===== src/rtl/video_timing_pkg.sv =====
// rtl/video_timing_pkg.sv - shared timing constants and types for the video sync generator
// Purpose : default raster timing (4 MHz board clock), counter widths and the
//           registered sync-output bundle shared by video_timebase and
//           video_sync_generator.
package video_timing_pkg;

    // Default raster timing in 4 MHz clocks / lines.
    localparam int unsigned DEF_LINE_CLKS   = 254;
    localparam int unsigned DEF_HSYNC_CLKS  = 19;
    localparam int unsigned DEF_BURST_START = 22;
    localparam int unsigned DEF_BURST_CLKS  = 10;
    localparam int unsigned DEF_FIELD_LINES = 262;
    localparam int unsigned DEF_VS_START    = 3;
    localparam int unsigned DEF_VS_LINES    = 3;

    // Counter widths; HALF_W holds a half-line index (2*line + 1).
    localparam int unsigned COL_W  = 9;
    localparam int unsigned LINE_W = 10;
    localparam int unsigned HALF_W = LINE_W + 1;

    // Registered sync outputs, all active-low except frame_start.
    typedef struct packed {
        logic csync_n;
        logic vsync_n;
        logic burst_n;
        logic frame_start;
    } sync_t;

    localparam sync_t SYNC_IDLE = '{csync_n: 1'b1, vsync_n: 1'b1, burst_n: 1'b1, frame_start: 1'b0};

endpackage


===== src/rtl/video_timebase.sv =====
// rtl/video_timebase.sv - column/line/field counters for the video sync generator
// Purpose : free-running raster counters; cleared synchronously while en_i is low.
// Config  : INTERLACE_EN defined -> field 0 is FIELD_LINES+1 lines, field 1 is FIELD_LINES.
// Ports   : clk_i   in  clock
//           rst_ni  in  asynchronous reset, active low
//           en_i    in  run enable; low clears all counters on the next edge
//           col_o   out current column, 0..LINE_CLKS-1
//           line_o  out current line within the field
//           field_o out current field id
module video_timebase
    import video_timing_pkg::*;
#(
    parameter int unsigned LINE_CLKS   = DEF_LINE_CLKS,
    parameter int unsigned FIELD_LINES = DEF_FIELD_LINES
) (
    input  logic              clk_i,
    input  logic              rst_ni,
    input  logic              en_i,
    output logic [COL_W-1:0]  col_o,
    output logic [LINE_W-1:0] line_o,
    output logic              field_o
);

    localparam logic [COL_W-1:0]  COL_LAST        = COL_W'(LINE_CLKS - 1);
    localparam logic [LINE_W-1:0] LINE_LAST_SHORT = LINE_W'(FIELD_LINES - 1);

    logic [COL_W-1:0]  col_q,   col_d;
    logic [LINE_W-1:0] line_q,  line_d;
    logic              field_q, field_d;
    logic [LINE_W-1:0] line_last;

`ifdef INTERLACE_EN
    localparam logic [LINE_W-1:0] LINE_LAST_LONG = LINE_W'(FIELD_LINES);
    // Field 0 carries the extra line so the two fields interleave by a half-line.
    assign line_last = field_q ? LINE_LAST_SHORT : LINE_LAST_LONG;
`else
    assign line_last = LINE_LAST_SHORT;
`endif

    always_comb begin
        col_d   = col_q;
        line_d  = line_q;
        field_d = field_q;
        if (!en_i) begin
            col_d   = '0;
            line_d  = '0;
            field_d = 1'b0;
        end else if (col_q == COL_LAST) begin
            col_d = '0;
            if (line_q == line_last) begin
                line_d  = '0;
                field_d = ~field_q;
            end else begin
                line_d = line_q + 1'b1;
            end
        end else begin
            col_d = col_q + 1'b1;
        end
    end

    always_ff @(posedge clk_i or negedge rst_ni) begin
        if (!rst_ni) begin
            col_q   <= '0;
            line_q  <= '0;
            field_q <= 1'b0;
        end else begin
            col_q   <= col_d;
            line_q  <= line_d;
            field_q <= field_d;
        end
    end

    assign col_o   = col_q;
    assign line_o  = line_q;
    assign field_o = field_q;

endmodule


===== src/rtl/video_sync_generator.sv =====
// rtl/video_sync_generator.sv - LM1881-style separated sync generator (stand-alone timing source)
// Purpose : produces csync_n/vsync_n/burst_n/field plus raster position from the 4 MHz clock.
// Config  : INTERLACE_EN defined -> 263/262-line fields, field 1 vertical sync delayed one half-line.
// Ports   : clk         in  4 MHz clock
//           reset_n     in  asynchronous reset, active low
//           en          in  run enable; low = hold idle
//           csync_n     out composite sync, active low (registered)
//           vsync_n     out vertical sync, active low (registered)
//           burst_n     out burst/back-porch gate, active low (registered)
//           field       out field id, 0 = first field
//           frame_start out one-clock pulse with the outputs of field 0, line 0, col 0
//           col_cnt     out current column
//           line_cnt    out current line within the field
module video_sync_generator
    import video_timing_pkg::*;
#(
    parameter int unsigned LINE_CLKS   = DEF_LINE_CLKS,
    parameter int unsigned HSYNC_CLKS  = DEF_HSYNC_CLKS,
    parameter int unsigned BURST_START = DEF_BURST_START,
    parameter int unsigned BURST_CLKS  = DEF_BURST_CLKS,
    parameter int unsigned FIELD_LINES = DEF_FIELD_LINES,
    parameter int unsigned VS_START    = DEF_VS_START,
    parameter int unsigned VS_LINES    = DEF_VS_LINES
) (
    input  logic              clk,
    input  logic              reset_n,
    input  logic              en,
    output logic              csync_n,
    output logic              vsync_n,
    output logic              burst_n,
    output logic              field,
    output logic              frame_start,
    output logic [COL_W-1:0]  col_cnt,
    output logic [LINE_W-1:0] line_cnt
);

    localparam logic [COL_W-1:0]  HALF_C   = COL_W'(LINE_CLKS / 2);
    localparam logic [COL_W-1:0]  HSYNC_C  = COL_W'(HSYNC_CLKS);
    localparam logic [COL_W-1:0]  BROAD_C  = COL_W'(LINE_CLKS / 2 - HSYNC_CLKS);
    localparam logic [COL_W-1:0]  BURST_LO = COL_W'(BURST_START);
    localparam logic [COL_W-1:0]  BURST_HI = COL_W'(BURST_START + BURST_CLKS);
    localparam logic [HALF_W-1:0] VS_LO    = HALF_W'(2 * VS_START);
    localparam logic [HALF_W-1:0] VS_HI    = HALF_W'(2 * (VS_START + VS_LINES));

    logic [COL_W-1:0]  col;
    logic [LINE_W-1:0] line;
    logic              fld;

    video_timebase #(
        .LINE_CLKS   (LINE_CLKS),
        .FIELD_LINES (FIELD_LINES)
    ) u_timebase (
        .clk_i   (clk),
        .rst_ni  (reset_n),
        .en_i    (en),
        .col_o   (col),
        .line_o  (line),
        .field_o (fld)
    );

    // Half-line position: index 2*line + (second half), and column within the half.
    logic              second_half;
    logic [COL_W-1:0]  h_pos;
    logic [HALF_W-1:0] half_idx;

    assign second_half = (col >= HALF_C);
    assign h_pos       = second_half ? (col - HALF_C) : col;
    assign half_idx    = {line, second_half};

    // Field 1 of an interlaced frame starts its vertical interval one half-line later.
    logic              vs_off;
    logic [HALF_W-1:0] vs_lo;
    logic [HALF_W-1:0] vs_hi;

`ifdef INTERLACE_EN
    assign vs_off = fld;
`else
    assign vs_off = 1'b0;
`endif

    assign vs_lo = VS_LO + {{(HALF_W-1){1'b0}}, vs_off};
    assign vs_hi = VS_HI + {{(HALF_W-1){1'b0}}, vs_off};

    logic in_vs;
    logic line_in_vs;

    assign in_vs = (half_idx >= vs_lo) && (half_idx < vs_hi);
    // Burst is suppressed for the whole line if either of its halves is in the interval.
    assign line_in_vs = ({line, 1'b1} >= vs_lo) && ({line, 1'b0} < vs_hi);

    sync_t sync_q, sync_d;

    always_comb begin
        sync_d = SYNC_IDLE;
        if (en) begin
            // Broad pulses during the vertical interval, normal hsync elsewhere.
            sync_d.csync_n     = in_vs ? (h_pos >= BROAD_C) : (col >= HSYNC_C);
            sync_d.vsync_n     = ~in_vs;
            sync_d.burst_n     = line_in_vs | ~((col >= BURST_LO) && (col < BURST_HI));
            sync_d.frame_start = ~fld && (line == '0) && (col == '0);
        end
    end

    always_ff @(posedge clk or negedge reset_n) begin
        if (!reset_n) begin
            sync_q <= SYNC_IDLE;
        end else begin
            sync_q <= sync_d;
        end
    end

    assign csync_n     = sync_q.csync_n;
    assign vsync_n     = sync_q.vsync_n;
    assign burst_n     = sync_q.burst_n;
    assign frame_start = sync_q.frame_start;
    assign field       = fld;
    assign col_cnt     = col;
    assign line_cnt    = line;

endmodule


===== config.mk =====
export PLATFORM = sky130hd
export DESIGN_NAME = video_sync_generator
export DESIGN_NICKNAME = d
export VERILOG_FILES = /design/src/rtl/video_timing_pkg.sv /design/src/rtl/video_timebase.sv /design/src/rtl/video_sync_generator.sv
export SDC_FILE = /design/constraint.sdc
export NUM_CORES = 1
export LEC_CHECK = 0
export ABC_CLOCK_PERIOD_IN_PS = 2400
export CELL_PAD_IN_SITES_DETAIL_PLACEMENT = 1
export CELL_PAD_IN_SITES_GLOBAL_PLACEMENT = 1
export CORE_MARGIN = 1.5
export CORE_UTILIZATION = 30
export CTS_CLUSTER_DIAMETER = 40
export DETAILED_ROUTE_END_ITERATION = 10
export GPL_TIMING_DRIVEN = 0
export PLACE_DENSITY_LB_ADDON = 0.05
export REMOVE_ABC_BUFFERS = 1
export SLEW_MARGIN = 20
export SYNTH_ARGS = -nofsm -noshare
export SYNTH_HDL_FRONTEND = slang
export SYNTH_SLANG_ARGS = --single-unit

===== constraint.sdc =====
create_clock -name clk -period 2.4 [get_ports clk]
set_input_delay 0.6 -clock clk [delete_from_list [all_inputs] [get_ports clk]]
set_output_delay 0.6 -clock clk [all_outputs]
set_load 0.01 [all_outputs]

==> results.md, run 1 <==
* Outcome: finished clean
* Post-Place Cell Area at between 1500 and 2000 um2
* Iter 0 DRT Violations at 57
* Antenna Violating Nets Remaining at 0
* Mean Syn Cell Area at between 8 and 9 um2
* Clk Latency, worst-skew pair at around 0.27 ns
* CP Capture Type: register
* Post-layout instance area at about 1900 um2
* Vias in the first global route at 1324
* Arrival time at the worst endpoint at between 2 and 2.5 ns
* Reg-to-Reg Start: u_timebase.col_o[4]$_DFF_PN0_
* IO Count at 27
* Slew @ Worst Pin at between 0.6 and 0.7 ns
* Max Fclk at roughly 460 MHz
* Initial antenna violation count at 0
* Count of input and output buffers at 26
* Resized Gates After CTS at 0
* Slowest stage delay, CP at roughly 0.63 ns
* Fraction of layout cells with a size suffix above 1 at around a tenth
* Clk pin slew, worst setup/hold paths at around 0.090 ns
* Mapped Cells at between 150 and 200
* Worst slack, placed at about 0.0031 ns
* Yosys cell types at between 40 and 50
* Worst setup margin at 0.2372 ns
* Hold Fails Final Rpt at 0
* Drt drc at 0
* Final wirelength at 4.025 mm
* Max Cap Viol at 0
* Clock root cell: clkbuf_8
* Post-DP HPWL at approximately 2.9 mm
* Setup Viol. Count Final at 0
* Critical path cell sequence: nand3_4 > or3_4 > nor2_1 > nand2_1 > o21ai_0
* Min cycle time layout at between 2 and 2.5 ns
* Sink Count at 24
* Post-synthesis sequential area ratio at 40.22%
* YS warnings at 0
* Peak supply drop at between 0.15 and 0.2 mV
* Tcrit/Tclk final at about 90%
* Slowest-stage cell, CP: dfrtp_1
* Max FO, Critical Path at 12
* DIE HEIGHT at roughly 74 um
* Avg WL per Cell at roughly 16 um
* GR Overflow Total at 0
* Post-synth EDFFs at 0
* Crit path depth at 5
* Hold buffers post-CTS at 0
* Post-synth ARST share at between 90% and 100%
* Post-synth top flop: dfrtp_1
* Critical path class: register to register
* Tot GR Track Use at about 16%
* R2r setup slk at between 0.2 and 0.25 ns
* Drt via density at ~5.1
* DIE AREA at around 5400 um2
* CP required at between 2 and 3 ns
* RSZ-0062 raised after global routing: false
* Global-route wire length before repair at 6.603 mm
* Synth-to-Final Area Change at 24.48%
* Clk buf depth at 2
* Worst Hold Class: primary input to asynchronous set/reset pin
* Pleak at 0.7363 nW
* Startpoint Class: register
* Mapped cell area at 1503 um2
* Setup TNS at 0 ns
* Htree depth at 1
* Slew margin rel. at around 55%
* Buf/Inv on CP at 0
* Routability Congestion at 0.7402
* Synthesis-stage register bit count at 24
* Die width at 73.78 um
* CTS Buf Count at 3
* FF-to-FF End: u_timebase.line_o[5]$_DFFE_PN0P_
* Max-slew violations at 0
* Detailed Routing Iterations Pass 1 at 4
* FF-to-FF path depth at 5
* Post-CTS Setup Bufs at 0
* Vias at around 1300
* Ant diodes at 0
* Worst Skew at roughly 0.005 ns
* Crit path max-delay family: simple AND/OR/NAND/NOR gates
* FP Rows at 25
* Core area at 4786 um2
* PD cells at approximately 430 nW/um2
* Initial Utilization at 31.40%
* Largest net degree at the start of global routing at 25
* CTS tree: built
* Layout net count at 202
[kinds of logic (layout without fill, tap and decap cells)]
family	Yosys count	in the layout	synth area share, %
and+or+nand+nor	74	74	28.14
AOI/OAI and AO/OA	38	38	15.74
DFF	24	24	40.22
buffers and inverters	18	40	5.412
xor gates and xnor gates	8	8	4.663
adders and majority gates	7	7	5.828
[metrics by stage]
step	power, W	utilization [%]	hold WS [ns]	instances
2_1_floorplan	0.0004752	-	0.3044	160
3_3_place_gp	0.0005216	37.59	0.5266	253
3_5_place_dp	0.0005251	37.75	0.5540	254
4_1_cts	0.0008168	38.90	0.3317	258
5_1_grt	0.0008412	39.09	0.3509	258
6_report	0.0008005	39.09	0.3063	258
[layout make-up]
class                           count  area (um2)
Timing Repair Buffer               27       262.8
Tap cell                           67       83.83
Clock buffer                        4       55.05
Sequential cell                    24       604.3
Inverter                            9       33.78
Multi-Input combinational cell    127       830.8
Fill cell                         553        2915
[metal layers]
layer  up-vias  track usage [%]  routed length, um
li1        634                -                  -
met1       667            23.10               2086
met2        21            24.02               1773
met3         5            2.469                117
met4         0            4.938                 46
met5         -                0                  0
[sequential cells by signal, indices dropped and copies added, names as in the netlist]
register and count:
vsync_n 1, u_timebase.col_o 9, csync_n 1, u_timebase.line_o 10, frame_start 1, burst_n 1
u_timebase.field_o 1
[worst max-delay path by stage]
stage	from	to
finish	u_timebase.col_o[4]$_DFF_PN0_	u_timebase.line_o[5]$_DFFE_PN0P_
global route	u_timebase.col_o[4]$_DFF_PN0_	u_timebase.line_o[5]$_DFFE_PN0P_
detailed placement	en	u_timebase.line_o[5]$_DFFE_PN0P_
floorplan	u_timebase.col_o[1]$_DFF_PN0_	u_timebase.line_o[2]$_DFFE_PN0P_
CTS	u_timebase.col_o[4]$_DFF_PN0_	u_timebase.line_o[5]$_DFFE_PN0P_
global placement	u_timebase.col_o[1]$_DFF_PN0_	u_timebase.line_o[2]$_DFFE_PN0P_
[worst register-to-register path, stage by stage (launching register included)]
cell,delay [ns]
dfrtp_1,0.63
nand3_4,0.22
or3_4,0.48
nor2_1,0.46
nand2_1,0.10
o21ai_0,0.20
[where the power goes]
part / switching (W) / internal, W
clock: 0.000137 / 0.000147
sequential: 0.0000166 / 0.000415
combinational: 0.0000457 / 0.0000394
[cell usage in the layout (no fill, tap or decap), drive strengths merged, types with 2 or more instances in the layout]
cell type | synthesis | layout
and3b | 2 | 2
xor2 | 3 | 3
clkbuf | 6 | 4
or2 | 3 | 3
dfstp | 3 | 3
a21oi | 7 | 7
buf | 3 | 2
nor3 | 3 | 3
dfrtp | 21 | 21
nor3b | 3 | 3
and2 | 2 | 2
clkdlybuf4s50 | 0 | 25
inv | 9 | 9
nand2b | 2 | 2
xnor2 | 5 | 5
or3 | 3 | 3
o21ai | 19 | 19
nand3 | 8 | 8
nand2 | 18 | 18
nor2 | 12 | 12
a31oi | 2 | 2
o31ai | 3 | 3
and3 | 7 | 7
nor2b | 2 | 2
ha | 7 | 7
[synth_stat cells, types with 2 or more instances]
cell / instances / area (um2)
and2_1: 2 / 12.51
xor2_1: 3 / 26.28
nand3_1: 7 / 35.03
dfrtp_1: 21 / 525.5
o21ai_0: 18 / 90.09
a31oi_1: 2 / 12.51
nor3_1: 3 / 15.01
clkbuf_1: 5 / 18.77
o31ai_1: 2 / 15.01
nor3b_1: 3 / 22.52
ha_1: 7 / 87.58
inv_1: 9 / 33.78
or3_1: 2 / 12.51
a21oi_1: 7 / 35.03
xnor2_1: 5 / 43.79
and3_1: 7 / 43.79
dfstp_2: 3 / 78.83
nor2b_1: 2 / 12.51
nand2b_1: 2 / 12.51
and3b_1: 2 / 17.52
nor2_1: 12 / 45.04
or2_2: 2 / 12.51
nand2_1: 17 / 63.81
(Power assumes the default switching activity.)
==> run 2: changes to the inputs <==
Settings changed: CAP_MARGIN set to 20, SLEW_MARGIN 20 to unset.
==> results.md, run 2 (synthesis results as in run 1) <==
* Count of input and output buffers at 26 (unchanged)
* Max-slew violations at 0 (unchanged)
* Tcrit/Tclk final at 89.24% (-0.88 points)
* Fraction of layout cells with a size suffix above 1 at 9.375% (-0.049 points)
* Die width at 73.78 um (unchanged)
* Sink Count at 24 (unchanged)
* Commonest non-fill, non-tap cell in the layout: clkdlybuf4s50_1
* Hold buffers post-CTS at 0 (unchanged)
* Post-CTS Setup Bufs at 0 (unchanged)
* R2r setup slk at 0.26 ns (+0.02 ns)
* Hold Path Sink: u_timebase.line_o[4]$_DFFE_PN0P_
* RSZ-0062 raised after global routing: false
* Max Fclk at 466.9 MHz (+0.99%)
* Worst slack, placed at -0.02857 ns (-0.03165 ns)
* Tot GR Track Use at 16.27% (+0.38 points)
* Clk buf depth at 2 (unchanged)
* Vias in the first global route at 1337 (+0.98%)
* Layout net count at 203 (+0.50%)
* Setup Viol. Count Final at 0 (unchanged)
* CTS Buf Count at 3 (unchanged)
* Synth-to-Final Area Change at 26.06%
* DIE AREA at 5443 um2 (unchanged)
* Worst setup margin at 0.2584 ns (+0.02113 ns)
* Initial antenna violation count at 0 (unchanged)
* Startpoint Class: register
* Worst hold start: u_timebase.line_o[4]$_DFFE_PN0P_
* Max Cap Viol at 0 (unchanged)
* Critical path class: register to register
* Final wirelength at 4.125 mm (+2.5%)
* Post-DP HPWL at 2.971 mm (+3.1%)
* Outcome: finished clean
* Worst Hold Class: register to register
* Htree depth at 1 (unchanged)
* Resized Gates After CTS at 0 (unchanged)
* Worst Skew at 0.004295 ns (-0.0007940 ns)
* Arrival time at the worst endpoint at 2.33 ns (-0.02 ns)
* Pleak at 0.7481 nW (+1.6%)
* Vias at 1315 (-0.90%)
* FF-to-FF End: u_timebase.line_o[5]$_DFFE_PN0P_
* Initial Utilization at 31.40% (unchanged)
* Commonest non-fill, non-tap cells in the layout: clkdlybuf4s50_1, dfrtp_1, o21ai_0, nand2_1, nor2_1
* Ant diodes at 0 (unchanged)
* IO Count at 27 (unchanged)
* FP Rows at 25 (unchanged)
* Core area at 4786 um2 (unchanged)
* Min cycle time layout at 2.142 ns (-0.02113 ns)
* Detailed Routing Iterations Pass 1 at 4 (unchanged)
* Slew @ Worst Pin at 0.6588 ns (-0.008886 ns)
* DIE HEIGHT at 73.78 um (unchanged)
* Largest net degree at the start of global routing at 16 (-36%)
* Routability Congestion at 0.7402 (unchanged)
* Global-route wire length before repair at 6.713 mm (+1.7%)
* Number of flip-flops in the largest register at 10 (unchanged)
* CTS tree: built
* Reg-to-Reg Start: u_timebase.col_o[4]$_DFF_PN0_
* Clk Latency, worst-skew pair at 0.27 ns (about the same)
* Iter 0 DRT Violations at 58 (+1.8%)
* Max FO, Critical Path at 12 (unchanged)
* Setup TNS at 0 ns (unchanged)
* CP Capture Type: register
* Drt drc at 0 (unchanged)
* FF-to-FF path depth at 5 (unchanged)
* Clock root cell: clkbuf_8
* Min-Delay Path Depth at 1
* Avg WL per Cell at 15.93 um (+2.1%)
* GR Overflow Total at 0 (unchanged)
* Hold Fails Final Rpt at 0 (unchanged)
* PD cells at 426.2 nW/um2 (-0.40%)
* Peak supply drop at 0.1964 mV (-0.13%)
* CP required at 2.59 ns (about the same)
* Slew margin rel. at 55.68% (+0.60 points)
* Clk pin slew, worst setup/hold paths at 0.09 ns (about the same)
* Drt via density at 5.077 (-1.3%)
* Antenna Violating Nets Remaining at 0 (unchanged)
run 2: cell count changes in the layout (fill, tap and decap cells not counted):
cell / delta
buf_2: -1
clkdlybuf4s50_1: +1
buf_16: +1
o31ai_4: -1
o31ai_2: +1
run 2: report_power, final:
part	switching [W]	total (W)	internal, W
Combinational	0.0000479	0.0000924	0.0000445
Sequential	0.0000164	0.000431	0.000415
Clock	0.000137	0.000284	0.000147
run 2: final cells by class:
class,instances,area (um2)
Timing Repair Buffer,28,295.3
Inverter,9,33.78
Tap cell,67,83.83
Fill cell,557,2892
Clock buffer,4,55.05
Sequential cell,24,604.3
Multi-Input combinational cell,127,822.0
run 2: stage by stage:
step                      instances  hold slack [ns]  utilization (%)  total power (W)  cell area [um2]
after global routing            259           0.5851            39.58        0.0008439             1894
after floorplan                 160           0.3044                -        0.0004752             1455
after detailed placement        255           0.5544            38.43        0.0005327             1839
final                           259           0.5624            39.58        0.0008074             1894
after CTS                       259           0.5653            39.58        0.0008214             1894
after global placement          253           0.5266            37.59        0.0005216             1799
run 2: critical path, cell delays in order (launching register included):
cell,delay (ns)
dfrtp_1,0.62
nand3_4,0.21
or3_4,0.48
nor2_1,0.46
nand2_1,0.10
o21ai_0,0.19
run 2: worst max-delay path by stage:
stage | startpoint | to
after floorplan | u_timebase.col_o[1]$_DFF_PN0_ | u_timebase.line_o[2]$_DFFE_PN0P_
after global placement | u_timebase.col_o[1]$_DFF_PN0_ | u_timebase.line_o[2]$_DFFE_PN0P_
after detailed placement | en | u_timebase.line_o[5]$_DFFE_PN0P_
after CTS | u_timebase.col_o[4]$_DFF_PN0_ | u_timebase.line_o[5]$_DFFE_PN0P_
after global routing | u_timebase.col_o[3]$_DFF_PN0_ | u_timebase.line_o[5]$_DFFE_PN0P_
final | u_timebase.col_o[4]$_DFF_PN0_ | u_timebase.line_o[5]$_DFFE_PN0P_
run 2: metal layers:
layer / share of wire [%] / up-vias / global-route usage (%)
met4: 1.1 / 0 / 4.938
met1: 53 / 654 / 23.90
met3: 2.3 / 5 / 2.469
li1: - / 637 / -
met5: 0 / - / 0
met2: 44 / 19 / 24.42
==> run 3: changes to the inputs <==
Settings changed: GPL_TIMING_DRIVEN 0 to unset, SLEW_MARGIN set to 10, TNS_END_PERCENT set to 1.
==> results.md, run 3 (synthesis results as in run 1) <==
* Slew @ Worst Pin at 0.6827 ns (+0.02393 ns)
* Ant diodes at 0 (unchanged)
* Sink Count at 24 (unchanged)
* M1 GR Usage at 24.70% (+0.80 points)
* Outcome: finished clean
* Critical path class: register to register
* Clk Latency, worst-skew pair at 0.27 ns (about the same)
* Largest net degree at the start of global routing at 25 (+9)
* Post-Route Utilization at 39.48% (-0.10 points)
* DIE HEIGHT at 73.78 um (unchanged)
* Commonest non-fill, non-tap cells in the layout: clkdlybuf4s50_1, dfrtp_1, o21ai_0, nand2_1, nor2_1
* Max Cap Viol at 0 (unchanged)
* Max FO, Critical Path at 10 (-2)
* GR peak layer: met1
* Tcrit/Tclk final at 86.72% (-2.5 points)
* Resized Gates After CTS at 0 (unchanged)
* Number of flip-flops in the largest register at 10 (unchanged)
* Met2 Track Usage GR at 23.72% (-0.70 points)
* CTS Buf Count at 3 (unchanged)
* Tot GR Track Use at 16.23% (-0.038 points)
* Clk buf depth at 2 (unchanged)
* Htree depth at 1 (unchanged)
* PD cells at 410.7 nW/um2 (-3.6%)
* FP Rows at 25 (unchanged)
* GR Overflow Total at 0 (unchanged)
* Fraction of layout cells with a size suffix above 1 at 10.20% (+0.83 points)
* Detailed Routing Iterations Pass 1 at 4 (unchanged)
* Peak supply drop at 0.3407 mV (+73%)
* RSZ-0062 raised after global routing: false
* Commonest non-fill, non-tap cell in the layout: clkdlybuf4s50_1
* M3 GR Usage at 2.743% (+0.27 points)
* Iter 0 DRT Violations at 52 (-10%)
* Hold Fails Final Rpt at 0 (unchanged)
* Core area at 4786 um2 (unchanged)
* IO Count at 27 (unchanged)
* Post-Place Cell Area at 1844 um2 (+0.27%)
* Setup Viol. Count Final at 0 (unchanged)
* Global-route wire length before repair at 6.610 mm (-1.5%)
* Final wirelength at 4.105 mm (-0.48%)
* Count of input and output buffers at 26 (unchanged)
* CP Capture Type: register
* Antenna Violating Nets Remaining at 0 (unchanged)
* Initial Utilization at 31.40% (unchanged)
* CP required at 2.55 ns (-0.04 ns)
* Hold buffers post-CTS at 0 (unchanged)
* Avg WL per Cell at 15.61 um (-2.0%)
* Die width at 73.78 um (unchanged)
* Max-slew violations at 0 (unchanged)
* Worst Skew at 0.01082 ns (+0.006526 ns)
* Drt via density at 5.030 (-0.92%)
* Post-layout instance area at 1889 um2 (-0.26%)
* Post-CTS Setup Bufs at 0 (unchanged)
* Layout net count at 207 (+2.0%)
* Post-DP HPWL at 2.962 mm (-0.33%)
* Vias at 1323 (+0.61%)
* Routability Congestion at 0.7696 (+4.0%)
* CTS tree: built
* Clk pin slew, worst setup/hold paths at 0.08 ns (about the same)
* Filler cells at 567 (+1.8%)
* Drt drc at 0 (unchanged)
* Max Fclk at 480.5 MHz (+2.9%)
* Slew margin rel. at 54.07% (-1.6 points)
* Startpoint Class: register
* Arrival time at the worst endpoint at 2.23 ns (-0.10 ns)
* Synth-to-Final Area Change at 25.73%
* Clock root cell: clkbuf_8
* Initial antenna violation count at 0 (unchanged)
* Worst Hold Class: register to register
* Pleak at 0.7537 nW (+0.75%)
* Min cycle time layout at 2.081 ns (-0.06032 ns)
* Setup TNS at 0 ns (unchanged)
* Vias in the first global route at 1249 (-6.6%)
* DIE AREA at 5443 um2 (unchanged)
[run 3: path summary, 6_finish.rpt]
path / start / end / slack (ns) / cells after the start
max: u_timebase.line_o[3]$_DFFE_PN0P_ / u_timebase.line_o[8]$_DFFE_PN0P_ / 0.32 / 5
min: u_timebase.line_o[4]$_DFFE_PN0P_ / u_timebase.line_o[4]$_DFFE_PN0P_ / 0.57 / 1
max reg2reg: u_timebase.line_o[3]$_DFFE_PN0P_ / u_timebase.line_o[8]$_DFFE_PN0P_ / 0.32 / 5
min reg2reg: u_timebase.line_o[4]$_DFFE_PN0P_ / u_timebase.line_o[4]$_DFFE_PN0P_ / 0.57 / 1
max in group asynchronous: reset_n / csync_n$_DFF_PN1_ / 1.40 / 2
min in group asynchronous: reset_n / u_timebase.col_o[6]$_DFF_PN0_ / 0.69 / 2
[run 3: report_power, final]
group	internal [W]	leakage (nW)	switching, W	total [W]
combinational	0.0000431	0.410	0.0000477	0.0000908
clock	0.000119	0.0228	0.000135	0.000254
sequential	0.000415	0.321	0.0000167	0.000431
[run 3: area by class of cell]
class | count | area (um2) | share of cell area, %
Timing Repair Buffer | 32 | 305.3 | 16.16
Tap cell | 67 | 83.83 | 4.437
Sequential cell | 24 | 604.3 | 31.99
Multi-Input combinational cell | 127 | 817.0 | 43.25
Inverter | 9 | 33.78 | 1.788
Clock buffer | 4 | 45.04 | 2.384
[run 3: worst max-delay path: stages (launching register included)]
cell and delay [ns]:
dfrtp_1 0.45, or4_4 0.59, o31ai_4 0.43, nor2_1 0.24, a21oi_1 0.19, o21ai_1 0.08
[run 3: per-layer routing]
| layer | share of wire (%) | vias up |
|---|---|---|
| li1 | - | 640 |
| met1 | 52 | 663 |
| met2 | 45 | 18 |
| met3 | 2.4 | 2 |
| met4 | 0.56 | 0 |
| met5 | 0 | - |
[run 3: stage by stage]
step	setup WS, ns	hold WS (ns)	instances	power, W
3_3_place_gp	0.3777	0.5313	259	0.0005287
6_report	0.3187	0.5735	263	0.0007760
2_1_floorplan	0.3527	0.3044	160	0.0004752
4_1_cts	0.3105	0.5740	263	0.0007896
3_5_place_dp	0.3173	0.5563	259	0.0005317
5_1_grt	0.1494	0.6005	263	0.0008178
